[src/rtl/seg_scan_driver_pkg.sv]
`default_nettype none
// ============================================================================
//  Module      : seg_scan_driver_pkg
//  Description : Shared types and constants for the 7-segment scan driver:
//                scan FSM state encoding, inactive drive levels and the
//                active-low anode select helpers.
//  Revision    : 1.0 - initial release
// ============================================================================
package seg_scan_driver_pkg;

    // Scan FSM states, explicitly encoded
    typedef enum logic [0:0] {
        ST_BLANK = 1'b0,
        ST_SHOW  = 1'b1
    } scan_state_t;

    // Widest display the anode helpers must cover
    localparam int unsigned c_max_digits = 8;

    // Common-anode drive polarity: everything is active-low at the pins
    localparam logic       c_an_on   = 1'b0;
    localparam logic [6:0] c_seg_off = 7'h7F;
    localparam logic       c_dp_off  = 1'b1;

    // All anodes released
    function automatic logic [c_max_digits-1:0] an_off();
        an_off = '1;
    endfunction

    // Exactly one anode pulled low at position idx
    function automatic logic [c_max_digits-1:0] an_select_n(input logic [2:0] idx);
        logic [c_max_digits-1:0] v_sel;
        v_sel      = an_off();
        v_sel[idx] = c_an_on;
        an_select_n = v_sel;
    endfunction

endpackage
`default_nettype wire

[src/rtl/seg_scan_driver_scan_timer.sv]
`default_nettype none
// ============================================================================
//  Module      : seg_scan_driver_scan_timer
//  Description : Digit slot timer. Each slot is SCAN_DIV cycles: BLANK_CYC
//                cycles with all anodes off, then the remainder showing the
//                current digit. Advances the digit index at the end of every
//                slot and flags the N_DIGITS-1 -> 0 wrap.
//  Revision    : 1.0 - initial release
// ============================================================================
module seg_scan_driver_scan_timer
    import seg_scan_driver_pkg::*;
#(
    parameter int unsigned N_DIGITS  = 4,
    parameter int unsigned SCAN_DIV  = 1000,
    parameter int unsigned BLANK_CYC = 8,
    localparam int unsigned IDX_W    = $clog2(N_DIGITS),
    localparam int unsigned CNT_W    = $clog2(SCAN_DIV)
) (
    input  logic             clk,
    input  logic             rst_n,
    input  logic             en,
    output logic [IDX_W-1:0] idx,
    output logic             show,
    output logic             wrap
);

    localparam logic [CNT_W-1:0] c_blank_last = CNT_W'(BLANK_CYC - 1);
    localparam logic [CNT_W-1:0] c_slot_last  = CNT_W'(SCAN_DIV - 1);
    localparam logic [IDX_W-1:0] c_idx_last   = IDX_W'(N_DIGITS - 1);

    scan_state_t      r_state;
    logic [CNT_W-1:0] r_cnt;
    logic [IDX_W-1:0] r_idx;
    logic             w_slot_end;

    assign w_slot_end = (r_state == ST_SHOW) && (r_cnt == c_slot_last);

    // Slot counter, BLANK/SHOW sequencing and digit index; disabling parks in BLANK at count 0
    always_ff @(posedge clk or negedge rst_n) begin
        if (!rst_n) begin
            r_state <= ST_BLANK;
            r_cnt   <= '0;
            r_idx   <= '0;
        end else if (!en) begin
            r_state <= ST_BLANK;
            r_cnt   <= '0;
        end else begin
            case (r_state)
                ST_BLANK: begin
                    r_cnt <= r_cnt + 1'b1;
                    if (r_cnt == c_blank_last) begin
                        r_state <= ST_SHOW;
                    end
                end
                ST_SHOW: begin
                    if (w_slot_end) begin
                        r_state <= ST_BLANK;
                        r_cnt   <= '0;
                        r_idx   <= (r_idx == c_idx_last) ? '0 : r_idx + 1'b1;
                    end else begin
                        r_cnt <= r_cnt + 1'b1;
                    end
                end
                default: begin
                    r_state <= ST_BLANK;
                    r_cnt   <= '0;
                end
            endcase
        end
    end

    assign idx  = r_idx;
    assign show = (r_state == ST_SHOW);
    assign wrap = en && w_slot_end && (r_idx == c_idx_last);

endmodule
`default_nettype wire

[src/rtl/seg_scan_driver.sv]
`default_nettype none
// ============================================================================
//  Module      : seg_scan_driver
//  Description : Captures segment pattern + decimal point strobes into an
//                N_DIGITS-deep history (newest on digit 0) and scans it onto
//                a common-anode 7-segment display with per-slot blanking.
//                All pin drives are registered.
//  Revision    : 1.0 - initial release
// ============================================================================
module seg_scan_driver
    import seg_scan_driver_pkg::*;
#(
    parameter int unsigned N_DIGITS  = 4,
    parameter int unsigned SCAN_DIV  = 1000,
    parameter int unsigned BLANK_CYC = 8
) (
    input  logic                clk,
    input  logic                rst_n,
    input  logic                en,
    input  logic                clr,
    input  logic                load,
    input  logic [6:0]          seg_in,
    input  logic                dp_in,
    output logic [6:0]          seg_n,
    output logic                dp_n,
    output logic [N_DIGITS-1:0] an_n,
    output logic                frame_tick
);

    localparam int unsigned IDX_W = $clog2(N_DIGITS);

    logic [6:0]          r_dig [N_DIGITS];
    logic                r_dp  [N_DIGITS];
    logic [IDX_W-1:0]    w_idx;
    logic                w_show;
    logic                w_wrap;
    logic                w_drive;
    logic [c_max_digits-1:0] w_an_sel_full;
    logic [c_max_digits-1:0] w_an_off_full;
    logic [6:0]          r_seg_n;
    logic                r_dp_n;
    logic [N_DIGITS-1:0] r_an_n;
    logic                r_frame_tick;

    seg_scan_driver_scan_timer #(
        .N_DIGITS  (N_DIGITS),
        .SCAN_DIV  (SCAN_DIV),
        .BLANK_CYC (BLANK_CYC)
    ) u_scan_timer (
        .clk   (clk),
        .rst_n (rst_n),
        .en    (en),
        .idx   (w_idx),
        .show  (w_show),
        .wrap  (w_wrap)
    );

    // Gating with en makes the display go dark on the first edge en is seen low
    assign w_drive       = w_show && en;
    assign w_an_sel_full = an_select_n(3'(w_idx));
    assign w_an_off_full = an_off();

    // Digit history: clear wins over load; load shifts toward the oldest digit
    always_ff @(posedge clk or negedge rst_n) begin
        if (!rst_n) begin
            for (int i = 0; i < N_DIGITS; i++) begin
                r_dig[i] <= '0;
                r_dp[i]  <= 1'b0;
            end
        end else if (clr) begin
            for (int i = 0; i < N_DIGITS; i++) begin
                r_dig[i] <= '0;
                r_dp[i]  <= 1'b0;
            end
        end else if (load) begin
            r_dig[0] <= seg_in;
            r_dp[0]  <= dp_in;
            for (int i = 1; i < N_DIGITS; i++) begin
                r_dig[i] <= r_dig[i-1];
                r_dp[i]  <= r_dp[i-1];
            end
        end
    end

    // Registered active-low pin drive; blank slots release every anode and segment
    always_ff @(posedge clk or negedge rst_n) begin
        if (!rst_n) begin
            r_seg_n      <= c_seg_off;
            r_dp_n       <= c_dp_off;
            r_an_n       <= w_an_off_full[N_DIGITS-1:0];
            r_frame_tick <= 1'b0;
        end else begin
            if (w_drive) begin
                r_seg_n <= ~r_dig[w_idx];
                r_dp_n  <= ~r_dp[w_idx];
                r_an_n  <= w_an_sel_full[N_DIGITS-1:0];
            end else begin
                r_seg_n <= c_seg_off;
                r_dp_n  <= c_dp_off;
                r_an_n  <= w_an_off_full[N_DIGITS-1:0];
            end
            r_frame_tick <= w_wrap;
        end
    end

    assign seg_n      = r_seg_n;
    assign dp_n       = r_dp_n;
    assign an_n       = r_an_n;
    assign frame_tick = r_frame_tick;

endmodule
`default_nettype wire

[config.mk]
export PLATFORM = sky130hd
export DESIGN_NAME = seg_scan_driver
export DESIGN_NICKNAME = d
export VERILOG_FILES = /design/src/rtl/seg_scan_driver_pkg.sv /design/src/rtl/seg_scan_driver_scan_timer.sv /design/src/rtl/seg_scan_driver.sv
export SDC_FILE = /design/constraint.sdc
export NUM_CORES = 1
export LEC_CHECK = 0
export ABC_AREA = 1
export CORE_MARGIN = 2
export CORE_UTILIZATION = 51
export CTS_BUF_LIST = sky130_fd_sc_hd__clkbuf_4 sky130_fd_sc_hd__clkbuf_8 sky130_fd_sc_hd__clkbuf_16
export DETAILED_ROUTE_END_ITERATION = 8
export PLACE_DENSITY = 0.75
export RECOVER_POWER = 100
export SYNTH_ARGS = -nofsm -noshare
export SYNTH_HDL_FRONTEND = slang
export SYNTH_HIERARCHICAL = 1
export SYNTH_SLANG_ARGS = --single-unit
[constraint.sdc]
create_clock -name clk -period 1.23 [get_ports clk]
set_clock_uncertainty 0.15 [all_clocks]
set_input_delay 0.123 -clock clk [delete_from_list [all_inputs] [get_ports clk]]
set_output_delay 0.123 -clock clk [all_outputs]
set_load 0.05 [all_outputs]
==> impl_results.md <==
* Initial antenna violation count at 0
* I/O pin cnt at 26
* Leak at 0.00178 uW
* CTS sink cnt at 58
* DIE WIDTH at approximately 78 um
* Total clock buffers created by CTS at 9
* HP Class: input pin to flop
* GRT Max-Usage Layer: met2
* Top cell type by total area after synthesis: dfrtp_1
* Failing checks: negative setup slack
* M3 GR Usage at ~4.4%
* H-Tree Depth at 3
* WP data required at between 1000 and 1500 ps
* CP max-delay cell: dfrtp_1
* Met2 Usage GRT at between 30% and 40%
* Pre-CTS WS at -246 ps
* Remaining DRCs at 0
* CTS tree: yes
* GR Overflow Total at 0
* DRT Wirelength at ~6 mm
* ANT cells at 0
* Core box area at approximately 5200 sq um
* Max-capacitance violation count at 0
* WP buf/inv at 0
* Routing usage on met1 at between 20% and 30%
* Setup crit start kind: flop
* Synthesized area at between 2000 and 3000 sq um
* Placed insts at between 400 and 500
* Layout area overhead at 31.6%
* Critical path class: flop to flop
* Setup violations, final at 37
* Post-route ant nets at 0
* CP Max Fanout at 4
* Post-synth EDFFs at 0
* Synth top area share at 41.4%
* Ys flop type: dfrtp_1
* Post-synth cell types at 31
* Slew @ Worst Pin at ~520 ps
* VDD IR max at ~0.91 mV
* Synth Net Count at about 340
* Drt pass-1 iters at 5
* Seq/Total Area, Yosys at a little over half
* Vias at around 2400
* Worst path top cell family by delay: simple AND/OR/NAND/NOR gates
* First DRT Iteration DRCs at roughly 230
* Final period utilization at 113%
* Gpl congestion at approximately 0.85
* Rows at 26
* Hold slack at 164 ps
* Clk buf depth at 2
* Layout cell share with drive strength beyond 1 at between 20 and 30%
* Max-slew violations at 0
* Synth async-reset ratio at between 90% and 100%
* IO Port Bufs at 25
* Setup ws final at -155 ps
* Initial core utilization at between 50% and 60%
* Fmax at a little over 700 MHz
* Worst setup EP type: flop
* Synth Register Bits at 58
* Final Hold Fails at 0
* Root buf cell: clkbuf_8
* Ordered cell list for the critical path: ha_4 -> nand2_4 -> nor2_4 -> nand4_1 -> nand2_1 -> nand2_1
* Total GRT Usage at a little over a fifth
* WL/cell at about 13 um
* RSZ-0062 raised after global routing: true
* Clock Latency Late Sink at between 300 and 400 ps
* Die area at between 6000 and 7000 sq um
* Crit-path max cell delay at 390 ps
* Mapped Cells at ~330
* Largest net degree at the start of global routing at around 60
* Die height at a little under 80 um
* Most frequent CP cell: nand2_1
* Rel. slew slack at 65.4%
* Outcome: complete, but fails checks
* First-pass GRT wire length at between 10 and 15 mm
* Final min period at about 1400 ps
* Vias in the first global route at approximately 2200
* Nets@finish at 397
* Mean Syn Cell Area at about 8.5 sq um
* Clk slew on worst S/H paths at ~70 ps
* Hpwl dp at around 4.0 mm
* CP Data Arrival Time at around 1500 ps
* Cell Count, Final, Fillers Out at 457
* Vias per cell at roughly 5.2
* Pwr Density at between 1000 and 1500 nW/um^2
* Synth Warn # at 6
* Largest cells by area after synthesis: dfrtp_1 (41%), nand2_1 (16%), dfstp_2 (11%)
## logic make-up after synthesis
logic type | count (synthesis) | share of synthesized area [%]
xor gates and xnor gates | 2 | 0.631
AOI/OAI and AO/OA | 32 | 7.07
DFF | 58 | 52.8
adders and majority gates | 2 | 0.901
buffers and inverters | 45 | 8.06
and+or+nand+nor | 189 | 30.5
## per-stage QoR
stage / instance area, sq um / util [%] / power [uW] / setup TNS [ps]
after floorplan: 2780 / - / 2160 / -731
after global placement: 3370 / 65.2 / 2300 / -6420
after detailed placement: 3370 / 65.2 / 2310 / -7950
after CTS: 3610 / 69.8 / 4160 / -2110
after global routing: 3660 / 70.7 / 4290 / -4530
final: 3660 / 70.7 / 4130 / -2330
## final cells by class
class                   instances  area [sq um]
fillers                       385          1520
clock buffers                  12           165
well taps                      70          87.6
inverters                      33           131
clock inverters                 4          48.8
multi-input cells             225          1130
repair buffers                 55           621
flip-flops and latches         58          1470
## tightest hold or removal path, stage by stage
cell	delay, ps
dlymetal6s2s_1	210
buf_4	200
a21oi_1	70
## placed cells by master, fill, tap and decap left out, drive strengths merged
cell,n
nor2,27
o22ai,5
dfstp,12
nor3b,2
clkbuf,15
buf,40
nand4,4
o21bai,1
ha,2
nand3,27
clkinv,4
nand2,129
dfrtp,46
bufinv,1
inv,32
clkdlybuf4s50,9
dlygate4sd3,2
o31ai,1
xor2,2
dlymetal6s2s,1
o21ai,22
a21oi,3
## flip-flops by register name (all words and copies together) (netlist names), 2 cells and up
signal and cells:
r_dig 28, u_scan_timer/r_cnt 10, seg_n 7, an_n 4, r_dp 4, u_scan_timer/idx 2
## where the power goes
group	switching (uW)	internal, uW
combinational	172	125
clock	753	1100
sequential	34.7	1950
total	959	3170
## layer usage
layer  part of all wire [%]  vias up
met5                      0        -
met4                    1.7        0
met3                    6.2       13
met2                     48       87
met1                     44     1119
li1                       -     1143
## Yosys cell counts (2+ instances only)
master,n
a21oi_1,3
buf_2,4
buf_4,3
buf_6,3
dfrtp_1,46
dfstp_2,12
ha_1,2
inv_1,29
inv_2,2
nand2_1,117
nand2_2,10
nand2_4,2
nand3_1,25
nand3_2,2
nand4_1,4
nor2_1,18
nor2_2,6
nor2_4,3
nor3b_1,2
o21ai_0,15
o21ai_1,2
o21ai_2,5
o22ai_1,4
xor2_1,2
## path summary, 6_finish.rpt
| kind | start | depth (start not counted) | slack, ps | endpoint |
|---|---|---|---|---|
| min in group asynchronous | rst_n | 3 | 240 | u_scan_timer/r_cnt[6]$_DFF_PN0_ |
| worst min register to register | r_dig[2]$_DFFE_PN0P_ | 2 | 350 | r_dig[2]$_DFFE_PN0P_ |
| worst max register to register | u_scan_timer/r_cnt[1]$_DFF_PN0_ | 6 | -150 | u_scan_timer/idx[1]$_DFFE_PN0P_ |
| worst min-delay path | load | 3 | 160 | r_dig[4]$_DFFE_PN0P_ |
| max in group asynchronous | rst_n | 3 | 290 | seg_n[5]$_DFF_PN1_ |
| worst max-delay path | u_scan_timer/r_cnt[1]$_DFF_PN0_ | 6 | -150 | u_scan_timer/idx[1]$_DFFE_PN0P_ |
## repair_timing
item,in CTS,in global routing
pin swaps,1,18
setup endpoints to repair,33,34
endpoints found under the hold margin,58,0
gates resized for setup,4,22
buffers inserted,0,4
hold buffers,1,0
cloned,0,1
Note: power is estimated with default switching activity, not from simulation.
